===== config.mk =====
export PLATFORM = sky130hd
export DESIGN_NAME = if_fetch_unit_flat
export DESIGN_NICKNAME = d
export VERILOG_FILES = /design/src/rtl/if_fetch_unit_if.sv /design/src/rtl/if_fetch_unit.sv /design/src/flat_wrapper.sv
export SDC_FILE = /design/constraint.sdc
export NUM_CORES = 1
export LEC_CHECK = 0
export ABC_CLOCK_PERIOD_IN_PS = 2000
export CELL_PAD_IN_SITES_DETAIL_PLACEMENT = 1
export CELL_PAD_IN_SITES_GLOBAL_PLACEMENT = 1
export CORE_UTILIZATION = 32
export CTS_CLUSTER_SIZE = 40
export DETAILED_ROUTE_END_ITERATION = 10
export PLACE_DENSITY_LB_ADDON = 0.15
export SLEW_MARGIN = 20
export SYNTH_ARGS = -nofsm -noshare
export SYNTH_HDL_FRONTEND = slang
export SYNTH_SLANG_ARGS = --single-unit

===== constraint.sdc =====
create_clock -name clk -period 2 [get_ports clk]
set_input_delay 0.6 -clock clk [delete_from_list [all_inputs] [get_ports clk]]
set_output_delay 0.6 -clock clk [all_outputs]
set_load 0.03 [all_outputs]

===== src/rtl/if_fetch_unit_if.sv =====
// rtl/if_fetch_unit_if.sv - instruction ROM fetch bus between fetch unit and ROM
interface if_fetch_unit_if;
  logic        rom_ce;
  logic [31:0] rom_addr;
  logic [31:0] rom_inst;

  modport master (output rom_ce, output rom_addr, input rom_inst);
  modport slave  (input rom_ce, input rom_addr, output rom_inst);
endinterface


===== src/rtl/if_fetch_unit.sv =====
// rtl/if_fetch_unit.sv - PC owner, ROM fetch driver and IF/ID pipeline register
module if_fetch_unit #(
  parameter logic [31:0] RESET_PC = 32'h0000_0000,
  parameter logic [31:0] PC_STEP  = 32'd4
) (
  input  logic                   clk,
  input  logic                   rst_n,
  if_fetch_unit_if.master        rom,
  input  logic                   stall_if,
  input  logic                   stall_id,
  input  logic                   branch_flag,
  input  logic [31:0]            branch_target,
  input  logic                   flush,
  input  logic [31:0]            new_pc,
  output logic [31:0]            id_pc,
  output logic [31:0]            id_inst,
  output logic                   id_valid,
  output logic                   id_fetch_err
);

  logic        ce_q;
  logic [31:0] pc_q;
  logic        misaligned;

  assign rom.rom_ce   = ce_q;
  assign rom.rom_addr = pc_q;
  assign misaligned   = (pc_q[1:0] != 2'b00);

  // A branch arriving with stall_if is dropped; ID re-presents it after the stall.
  always_ff @(posedge clk or negedge rst_n) begin
    if (!rst_n) begin
      ce_q <= 1'b0;
      pc_q <= RESET_PC;
    end else begin
      ce_q <= 1'b1;
      if (ce_q) begin
        if (flush) begin
          pc_q <= new_pc;
        end else if (!stall_if) begin
          if (branch_flag) begin
            pc_q <= branch_target;
          end else begin
            pc_q <= pc_q + PC_STEP;
          end
        end
      end
    end
  end

  always_ff @(posedge clk or negedge rst_n) begin
    if (!rst_n) begin
      id_pc        <= 32'h0;
      id_inst      <= 32'h0;
      id_valid     <= 1'b0;
      id_fetch_err <= 1'b0;
    end else if (flush) begin
      id_pc        <= 32'h0;
      id_inst      <= 32'h0;
      id_valid     <= 1'b0;
      id_fetch_err <= 1'b0;
    end else if (stall_if && stall_id) begin
      id_pc        <= id_pc;
      id_inst      <= id_inst;
      id_valid     <= id_valid;
      id_fetch_err <= id_fetch_err;
    end else if (stall_if || !ce_q) begin
      id_pc        <= 32'h0;
      id_inst      <= 32'h0;
      id_valid     <= 1'b0;
      id_fetch_err <= 1'b0;
    end else begin
      // Misaligned words are tagged, not executed; the exception path flushes later.
      id_pc        <= pc_q;
      id_inst      <= misaligned ? 32'h0 : rom.rom_inst;
      id_valid     <= 1'b1;
      id_fetch_err <= misaligned;
    end
  end

endmodule


===== src/flat_wrapper.sv =====
// flat-port wrapper written by rule: the top's interface ports become plain ports
module if_fetch_unit_flat 
#(
  parameter logic [31:0] RESET_PC = 32'h0000_0000,
  parameter logic [31:0] PC_STEP  = 32'd4
)
  (clk, rst_n, stall_if, stall_id, branch_flag, branch_target, flush, new_pc, id_pc, id_inst, id_valid, id_fetch_err, rom_rom_ce, rom_rom_addr, rom_rom_inst);
  if_fetch_unit_if rom_i ();
  input  logic clk;
  input  logic rst_n;
  input  logic stall_if;
  input  logic stall_id;
  input  logic branch_flag;
  input  logic [31:0] branch_target;
  input  logic flush;
  input  logic [31:0] new_pc;
  output logic [31:0] id_pc;
  output logic [31:0] id_inst;
  output logic id_valid;
  output logic id_fetch_err;
  output wire logic [$bits(rom_i.rom_ce)-1:0] rom_rom_ce;
  output wire logic [$bits(rom_i.rom_addr)-1:0] rom_rom_addr;
  input wire logic [$bits(rom_i.rom_inst)-1:0] rom_rom_inst;
  assign rom_rom_ce = rom_i.rom_ce;
  assign rom_rom_addr = rom_i.rom_addr;
  assign rom_i.rom_inst = rom_rom_inst;
  if_fetch_unit #(.RESET_PC(RESET_PC), .PC_STEP(PC_STEP)) u_core (.clk(clk), .rst_n(rst_n), .rom(rom_i), .stall_if(stall_if), .stall_id(stall_id), .branch_flag(branch_flag), .branch_target(branch_target), .flush(flush), .new_pc(new_pc), .id_pc(id_pc), .id_inst(id_inst), .id_valid(id_valid), .id_fetch_err(id_fetch_err));
endmodule

==> results by group <==
Outcome
  – Status: finished, final reports clean

Job
  – Max-cap violations: 0

Drt
  – DRC viols: 0
  – Vias: ~4800
  – M1 WL: about 7600 um
  – Top sig layer: met4
  – Drt total wl: 17200 um
  – Met3 WL: 1060 um
  – Final ANT Viol Nets: 0
  – TritonRoute pass-1 iters: 5
  – Routed wl met2: 8190 um
  – Initial DRC Count: 227
  – Vias/cell: 5.54
  – WL/cell: 20.1 um

Synth
  – Top-count cell post-synth: dfrtp_1
  – Top cells by count, synth: dfrtp_1 (99), a22o_1 (70), o21ai_0 (46)
  – Yosys warnings: 0
  – Syn nets: 536
  – EDFF count, synth: 0
  – Dominant cell type by area after synthesis: dfrtp_1
  – Post-synth cell types: between 50 and 60
  – Syn Inst Count: between 400 and 500
  – Seq/Total Area, Yosys: 0.536
  – Ys flop type: dfrtp_1
  – Async SR Flop Fraction: 1.00
  – Synthesis-stage register bit count: between 90 and 100
  – Top post-synthesis cells by area: dfrtp_1 (54%), a22o_1 (13%), o21ai_0 (5.0%)
  – Post-synth top area share: 0.536
  – Syn avg cell area: 10.7 sq um
  – Cell Area, Synth: 4620 sq um

Placement
  – Dpl hpwl: about 13000 um
  – GPL Wtd Cong: approximately 0.85
  – Pre-CTS setup slack: -269 ps
  – Port Buf Inserts: 200
  – Placed cells: 842
  – Placed cell areas: 7290 sq um

GRT
  – Vias in the first global route: 5042
  – Largest net degree at the start of global routing: 48
  – First-pass GRT wire length: 27100 um
  – Initial antenna violation count: 0
  – GRT Util Overall: 0.236
  – Remaining global-route overflow: 0

Critical path
  – Launch point of the worst path: u_core.id_pc[20]
  – Crit path max fanout: 2
  – Startpoint class of the critical path: flop
  – Worst-path cell chain: clkdlybuf4s50_1
  – R2r worst-path depth: 7
  – CP Buf/Inv Count: 1
  – Worst setup EP type: output pin
  – Crit-path leading delay family: buffers and inverters
  – Crit Path Category: reg2out
  – Reg2reg setup slack: 60 ps
  – Worst setup path end: id_pc[20]
  – Slowest-stage cell, CP: clkdlybuf4s50_1
  – Worst Path Required: approximately 1400 ps
  – CP arrival: about 1400 ps
  – Max incr delay on CP: 680 ps
  – Stages on worst setup path: 1
  – R2R Path Start: u_core.rom.rom_addr[3]
  – Worst r2r dst: u_core.rom.rom_addr[26]

STA
  – Count of final setup violators: 0
  – Setup TNS: 0 ps
  – Unrepaired setup endpoints after global routing: true
  – FMAX: 0.506 GHz
  – Final Hold Violating Endpoints: 0
  – Final worst path period share: 0.988
  – Period minus WS final: between 1500 and 2000 ps
  – Final Max Slew Viols: 0
  – Final worst slack: about 24 ps
  – Clock Skews: 10.8 ps
  – Hold WS: approximately 180 ps

Floorplanning
  – Num rows: 43
  – Initial Util: 0.330
  – Die ar.: roughly 15000 sq um
  – IO Count: 201
  – Die Wd: ~120 um
  – Die height: 122 um
  – Core area: 14000 sq um

Final layout
  – Multi-input gate area: 2020 sq um
  – Fin nets: 776
  – Design Area, Final: 7650 sq um
  – Fill cells: about 1600
  – Share of cells above drive strength 1: 0.153
  – Final std cells w/o fill: 858
  – Inserted Diodes: 0
  – Area delta synth->final: 65.6%
  – Register area: 2480 sq um

Pwr
  – Worst VDD drop: 0.000507 V
  – Lkg Pwr: 4.13 nW
  – PwrDens: 730 nW/um^2

Clock network
  – CTS Buffer Depth: 2
  – Clk_lat worst skew: 350 ps
  – Clk pin slew, worst setup/hold paths: 70 ps
  – CTS tree: done
  – CTS Buf Count: 9
  – Sink Count: 99
  – H-tree Lvls: 3
  – Root Driver: clkbuf_16
  – Post-CTS setup buffers: 0

Min path
  – Worst hold path class: in2async
==> layout by cell type, fill, tap and decap left out, types with 3 or more instances in the layout <==
master	instances
a22o_1	70
a221o_1	3
dlymetal6s2s_1	42
buf_4	61
a222oi_1	3
clkdlybuf4s50_1	104
buf_12	6
o2bb2ai_1	3
nor2_1	26
a22oi_1	13
clkbuf_16	9
nand4_1	10
a31oi_1	9
or3_1	3
o31a_1	4
nor2b_1	3
nand3_1	12
dfrtp_1	94
and3_1	5
o211ai_1	4
nand2_1	20
dfrtp_2	5
o21ai_0	46
nor3_1	3
a21oi_1	17
a221oi_1	3
dlygate4sd2_1	52
==> where the power goes <==
| part | internal [mW] | switching [mW] | total (mW) |
|---|---|---|---|
| registers | 2.15 | 0.161 | 2.31 |
| clock network | 0.995 | 0.829 | 1.82 |
| logic | 0.636 | 0.813 | 1.45 |
| total | 3.78 | 1.80 | 5.58 |
==> cell type report <==
type / count / share of cell area
clock buffer: 9 / 0.0294
clock inverter: 7 / 0.0110
sequential: 99 / 0.325
inverter: 2 / 0.000981
tap: 180 / 0.0294
timing repair buffer: 266 / 0.341
multi-input combinational: 295 / 0.264
==> kinds of logic (layout without fill, tap and decap cells) <==
logic type               after synthesis  count (layout)  synth area share
buffers and inverters                 39             284            0.0333
other                                  1               1          0.000812
adder cells (fa/ha/maj)                1               1           0.00271
multiplexers                           2               2           0.00433
AND/OR/NAND/NOR                      107             107             0.135
flip-flops                            99              99             0.536
AO/OA/AOI/OAI                        184             184             0.288
==> stage by stage <==
stage          utilization  total power, mW
3_5_place_dp         0.521             3.88
4_1_cts              0.538             5.63
6_report             0.547             5.58
2_1_floorplan            -             2.98
3_3_place_gp         0.521             3.84
5_1_grt              0.547             5.82
==> repair_timing <==
item / 4_1_cts / 5_1_grt
hold buffers: 0 / 0
endpoints found under the setup margin: 52 / 45
resized for setup: 52 / 47
==> per-layer routing <==
layer	up-vias	GRT usage
met5	-	0
met4	0	0.0892
met3	30	0.0379
met2	192	0.385
met1	2383	0.314
li1	2151	-
==> worst min-delay path by stage <==
stage	to	startpoint	slack (ps)	cells past startpoint
final	u_core.id_inst[6]	rst_n	180	1
after floorplan	u_core.id_fetch_err	rst_n	300	0
after global routing	u_core.id_inst[6]	rst_n	190	1
after global placement	u_core.id_fetch_err	u_core.id_fetch_err	460	2
after detailed placement	u_core.id_fetch_err	u_core.id_fetch_err	460	2
after CTS	u_core.id_inst[6]	rst_n	180	1
==> sequential cells by signal, summed over array words and instances (netlist names) <==
| name | count |
|---|---|
| u_core.id_valid | 1 |
| u_core.rom.rom_addr | 32 |
| u_core.id_fetch_err | 1 |
| u_core.id_pc | 32 |
| u_core.rom.rom_ce | 1 |
| u_core.id_inst | 32 |
Power figures use the tool's default switching activity.
